[config.mk]
export PLATFORM = sky130hd
export DESIGN_NAME = id_ex_operand_stage
export DESIGN_NICKNAME = d
export VERILOG_FILES = /design/src/rtl/id_ex_operand_stage.sv
export SDC_FILE = /design/constraint.sdc
export NUM_CORES = 1
export LEC_CHECK = 0
export CAP_MARGIN = 5
export CORE_AREA = 2 2 117 119
export DETAILED_ROUTE_END_ITERATION = 6
export DIE_AREA = 0 0 119 121
export PLACE_DENSITY = 0.81
export SLEW_MARGIN = 10
export SYNTH_ARGS = -nofsm -noshare
export SYNTH_HDL_FRONTEND = slang
export SYNTH_SLANG_ARGS = --single-unit
[constraint.sdc]
create_clock -name CLK -period 2.1 [get_ports CLK]
set_input_delay 0.525 -clock CLK [delete_from_list [all_inputs] [get_ports CLK]]
set_output_delay 0.525 -clock CLK [all_outputs]
set_load 0.05 [all_outputs]
[src/rtl/id_ex_operand_stage.sv]
// id_ex_operand_stage
// ---------------------------------------------------------------------------
// ID/EX pipeline register plus the execute-side operand select and
// forwarding that feeds the ALU directly.
//
// Decoded fields are captured on one rising edge of CLK. portA, portB,
// ex_stdat and the pass-through control bits are then formed combinationally
// from the captured fields. When forwarding is built in, they also depend on
// the live EX/MEM and MEM/WB write-back ports.
//
// Optional feature macro: ID_EX_FORWARD_EN
//   defined   : rs and rt are forwarded from EX/MEM (highest priority) or
//               MEM/WB when the destination index matches and is non-zero.
//   undefined : no forwarding muxes. The operands use the latched register
//               file data only, and the exm_* / wb_* ports are ignored.
//
// Ports
//   CLK, RST            clock (rising edge), synchronous active-high reset
//   stall, flush        hold the stage / load a bubble (flush beats stall)
//   id_*                decoded instruction fields from the ID stage
//   exm_*, wb_*         write-back ports of EX/MEM and MEM/WB (forwarding)
//   portA, portB, aluop ALU operands and operation
//   ex_valid, ex_wsel,
//   ex_regwr, ex_memrd,
//   ex_memwr            latched qualifiers for downstream stages
//   ex_stdat            forwarded rt, used as the store data
// ---------------------------------------------------------------------------
module id_ex_operand_stage #(
  parameter int WORD_W = 32,
  parameter int REG_W  = 5
) (
  input  logic              CLK,
  input  logic              RST,
  input  logic              stall,
  input  logic              flush,
  input  logic              id_valid,
  input  logic [WORD_W-1:0] id_rdat1,
  input  logic [WORD_W-1:0] id_rdat2,
  input  logic [15:0]       id_imm,
  input  logic [4:0]        id_shamt,
  input  logic [3:0]        id_aluop,
  input  logic              id_asel,
  input  logic [1:0]        id_bsel,
  input  logic [REG_W-1:0]  id_rs,
  input  logic [REG_W-1:0]  id_rt,
  input  logic [REG_W-1:0]  id_wsel,
  input  logic              id_regwr,
  input  logic              id_memrd,
  input  logic              id_memwr,
  input  logic              exm_regwr,
  input  logic [REG_W-1:0]  exm_wsel,
  input  logic [WORD_W-1:0] exm_wdat,
  input  logic              wb_regwr,
  input  logic [REG_W-1:0]  wb_wsel,
  input  logic [WORD_W-1:0] wb_wdat,
  output logic [WORD_W-1:0] portA,
  output logic [WORD_W-1:0] portB,
  output logic [3:0]        aluop,
  output logic              ex_valid,
  output logic [REG_W-1:0]  ex_wsel,
  output logic              ex_regwr,
  output logic              ex_memrd,
  output logic              ex_memwr,
  output logic [WORD_W-1:0] ex_stdat
);

  typedef struct packed {
    logic              valid;
    logic [WORD_W-1:0] rdat1;
    logic [WORD_W-1:0] rdat2;
    logic [15:0]       imm;
    logic [4:0]        shamt;
    logic [3:0]        aluop;
    logic              asel;
    logic [1:0]        bsel;
    logic [REG_W-1:0]  rs;
    logic [REG_W-1:0]  rt;
    logic [REG_W-1:0]  wsel;
    logic              regwr;
    logic              memrd;
    logic              memwr;
  } stage_t;

  stage_t stage_d;
  stage_t stage_q;

  // Next-state: flush inserts an all-zero bubble, stall holds, otherwise load.
  // A non-valid slot still captures its fields, but must never commit state,
  // so valid, regwr and memwr are forced low. memrd only qualifies a read.
  always_comb begin
    stage_d = stage_q;
    if (flush) begin
      stage_d = '0;
    end else if (!stall) begin
      stage_d.valid = id_valid;
      stage_d.rdat1 = id_rdat1;
      stage_d.rdat2 = id_rdat2;
      stage_d.imm   = id_imm;
      stage_d.shamt = id_shamt;
      stage_d.aluop = id_aluop;
      stage_d.asel  = id_asel;
      stage_d.bsel  = id_bsel;
      stage_d.rs    = id_rs;
      stage_d.rt    = id_rt;
      stage_d.wsel  = id_wsel;
      stage_d.regwr = id_regwr & id_valid;
      stage_d.memrd = id_memrd;
      stage_d.memwr = id_memwr & id_valid;
    end
  end

  always_ff @(posedge CLK) begin
    if (RST) begin
      stage_q <= '0;
    end else begin
      stage_q <= stage_d;
    end
  end

  // Source operands: index 0 is rs, index 1 is rt.
  logic [REG_W-1:0]  src_idx [2];
  logic [WORD_W-1:0] src_lat [2];
  logic [WORD_W-1:0] src_fwd [2];

  assign src_idx[0] = stage_q.rs;
  assign src_idx[1] = stage_q.rt;
  assign src_lat[0] = stage_q.rdat1;
  assign src_lat[1] = stage_q.rdat2;

  genvar gi;
  generate
    for (gi = 0; gi < 2; gi++) begin : g_src
`ifdef ID_EX_FORWARD_EN
      // The younger EX/MEM result wins over MEM/WB. Register 0 is hard-wired
      // and never takes a forwarded value.
      logic exm_hit;
      logic wb_hit;
      assign exm_hit = exm_regwr && (exm_wsel == src_idx[gi]) && (src_idx[gi] != '0);
      assign wb_hit  = wb_regwr  && (wb_wsel  == src_idx[gi]) && (src_idx[gi] != '0);
      assign src_fwd[gi] = exm_hit ? exm_wdat :
                           wb_hit  ? wb_wdat  :
                                     src_lat[gi];
`else
      assign src_fwd[gi] = src_lat[gi];
`endif
    end
  endgenerate

`ifndef ID_EX_FORWARD_EN
  // The forwarding ports and latched source indices have no consumer here.
  logic unused_fwd;
  assign unused_fwd = ^{exm_regwr, exm_wsel, exm_wdat, wb_regwr, wb_wsel, wb_wdat,
                        src_idx[0], src_idx[1]};
`endif

  // Shift instructions carry the shift amount on portA.
  assign portA = stage_q.asel ? {{(WORD_W-5){1'b0}}, stage_q.shamt} : src_fwd[0];

  always_comb begin
    portB = src_fwd[1];
    unique case (stage_q.bsel)
      2'b00: portB = src_fwd[1];
      2'b01: portB = {{(WORD_W-16){stage_q.imm[15]}}, stage_q.imm};
      2'b10: portB = {{(WORD_W-16){1'b0}}, stage_q.imm};
      2'b11: portB = {{(WORD_W-32){1'b0}}, stage_q.imm, 16'h0000};
      default: portB = src_fwd[1];
    endcase
  end

  // Store data always follows rt, whatever operand B is selecting.
  assign ex_stdat = src_fwd[1];
  assign aluop    = stage_q.aluop;
  assign ex_valid = stage_q.valid;
  assign ex_wsel  = stage_q.wsel;
  assign ex_regwr = stage_q.regwr;
  assign ex_memrd = stage_q.memrd;
  assign ex_memwr = stage_q.memwr;

endmodule

==> results.toml <==
[place]
place_ws_ns = -0.121
place_congestion = 0.835
hpwl_um = 9980
port-buffer-count = 213

[timing]
whs_ns = 0.476
final-hold-violation-count = 0
worst_pin_slew_ns = 1.14
slew_viol_final = 0
setup_viol = 0
tns_ns = 0
skew_ns = 0
rsz0062_at_grt = "yes"
fmax_ghz = 0.479
worst_slack_ns = 0.0139
finalCritPeriodShare = 0.993
relSlewSlack = 0.243
fin_crit_ns = 2.09

[clocking]
clk_latency_ns = 0.33
cts.clk_slew.worst_paths_ns = 0.07
cts.htree.levels = 3
clock-sinks = 101
root_buffer = "clkbuf_16"
cts_tree = "done"
cts_buffers = 9
cts_max_path_buffers = 2

[critical_path]
path_cells = "buf_8, nand3_1, o21ai_1, buf_12"
critical_path_class = "flop to output port"
start_kind = "flop"
crit_fanout = 17
worstPathArrival_ns = 1.56
path_buf_inv = 2
endpoint_kind = "output port"
critPathRequiredTime_ns = 1.57
slowest_stage = "dfxtp_4"
crit_family = "flip-flops"
max_stage_delay_ns = 0.46

[floorplanning]
core_region_area_mm2 = 0.0131
dieHeight_um = 121
rows = 42
start_util = 0.373
die-area_mm2 = 0.0144
die_x_um = 119
io_pins = 300

[drt]
routedWlPerCell_um = 16.0
drt-total-wl_um = 13400
dr.pass1.iters = 4
drc = 0
first_iter_violations = 179
vias_per_cell = 4.78
ant_nets = 0
via_count = 4019

[synthesis]
synth_nets = 693
seq_area_frac_synth = 0.414
synth.distinct_cells = 19
synth_cells = 502
synth_area_leaders = "dfxtp_1 41%, mux2i_1 27%, nor2_1 7.6%"
avgSynthCellArea_um2 = 9.73
synth_edf_count = 0
synth_most_common_cell = "mux2i_1"
yosysTopAreaCell = "dfxtp_1"
syn_area_mm2 = 0.00489
synth_top_area_share = 0.414
async_flop_share = 0
ys_ff_latch = 101
synth_commonest_cells = "130 x mux2i_1, 101 x dfxtp_1, 99 x nor2_1"
ys.flop_type = "dfxtp_1"
yosys_warnings = 0

[global_routing]
overflow = 0
grt_pass1_vias = 4112
antenna_found_initial = 2
grt_usage = 0.183
grt_max_degree = 102
grt_pass1_wl_um = 20700

[pwr]
power.density_mw_per_mm2 = 614
ir_worst_vdd_mv = 0.396
leakagePower_nw = 3.19
power_mw = 4.54

[finish]
nNetsFinal = 851
drive_gt1_frac = 0.179
synthToLayoutAreaGrowth_pct = 51.3
fillers = 1089

[outcome]
status = "complete, no violations"

[job]
cap_violations = 0

[worst_hold_path]
hp-class = "flop to flop"
==> metal layers <==
layer  track usage  share of wire  vias up
li1              -              -     1965
met1         0.206           0.39     1858
met2         0.314           0.49      175
met3        0.0700          0.094       21
met4        0.0699          0.023        0
met5             0              0        -
==> path summary, 6_finish.rpt <==
kind / startpoint / endpoint / slack, ns / depth (start not counted)
max: stage_q[18] / portB[27] / 0.01 / 4
min: ex_regwr / ex_regwr / 0.48 / 2
max reg2reg: stage_q[20] / stage_q[20] / 1.22 / 3
min reg2reg: ex_regwr / ex_regwr / 0.48 / 2
==> logic make-up (layout without fill, tap and decap cells) <==
kind of cell           count (synthesis)  count (layout)  share of synthesized area
buffers and inverters                 82             244                      0.126
other                                  0               1                          0
multiplexers                         135             135                      0.278
flip-flops                           101             101                      0.414
AO/OA/AOI/OAI                         34              34                     0.0466
AND/OR/NAND/NOR                      150             150                      0.136
==> power by group <==
| part | switching [mW] | leakage (nW) | internal, mW |
|---|---|---|---|
| clock network | 0.690 | 0.133 | 0.833 |
| registers | 0.0506 | 0.825 | 1.98 |
| logic | 0.507 | 2.24 | 0.478 |
| total | 1.25 | 3.19 | 3.29 |
==> cell usage in the layout (no fill, tap or decap) <==
cell and instances:
clkinv_2 1, mux2i_1 128, buf_12 37, mux2i_2 2, clkbuf_1 2, dfxtp_1 98, dfxtp_4 1, o2bb2ai_2 4
nand3b_1 2, buf_8 1, a21oi_1 2, clkinv_4 2, mux2_2 5, nor2_1 99, o2bb2ai_1 11, dlygate4sd2_1 2
nand2b_1 1, buf_4 48, clkbuf_8 1, diode_2 1, clkdlybuf4s50_1 131, nand2_1 4, nand3_1 15, dfxtp_2 2
nor2b_1 27, or2_4 1, dlymetal6s2s_1 7, o22ai_2 1, o21ai_1 16, buf_6 2, nor2b_2 1, clkbuf_16 10
==> cell type report <==
class,instances,area [um2],area share
Tap cell,176,220,0.0298
Sequential cell,101,2030,0.274
Antenna cell,1,2.50,0.000338
Timing Repair Buffer,229,2580,0.349
Clock inverter,3,22.5,0.00305
Clock buffer,12,246,0.0333
Multi-Input combinational cell,319,2290,0.310
==> per-stage QoR <==
stage,utilization,instances,area [um2]
2_1_floorplan,-,502,4890
3_3_place_gp,0.536,822,7010
3_5_place_dp,0.536,822,7010
4_1_cts,0.557,837,7290
5_1_grt,0.565,840,7390
6_report,0.565,841,7390
==> flip-flops by register name, summed over array words and instances (netlist names) <==
register and cells:
ex_memrd 1, aluop 4, src_fwd 32, ex_valid 1, ex_regwr 1, ex_wsel 5, ex_memwr 1, ex_stdat 32
stage_q 24
==> worst register-to-register path, delay by kind of cell (launching register included) <==
family	cells	cell delay [ns]
muxes	1	0.13
and+or+nand+nor	1	0.05
buffers and inverters	1	0.16
DFF	1	0.39
==> timing repair <==
item / 4_1_cts / 5_1_grt
cloned: 0 / 1
hold buffers: 0 / 0
buffers inserted: 0 / 2
endpoints found under the setup margin: 28 / 37
gates resized for setup: 6 / 16
pin swaps: 0 / 0
No activity file was read; power rests on OpenSTA's default activity.
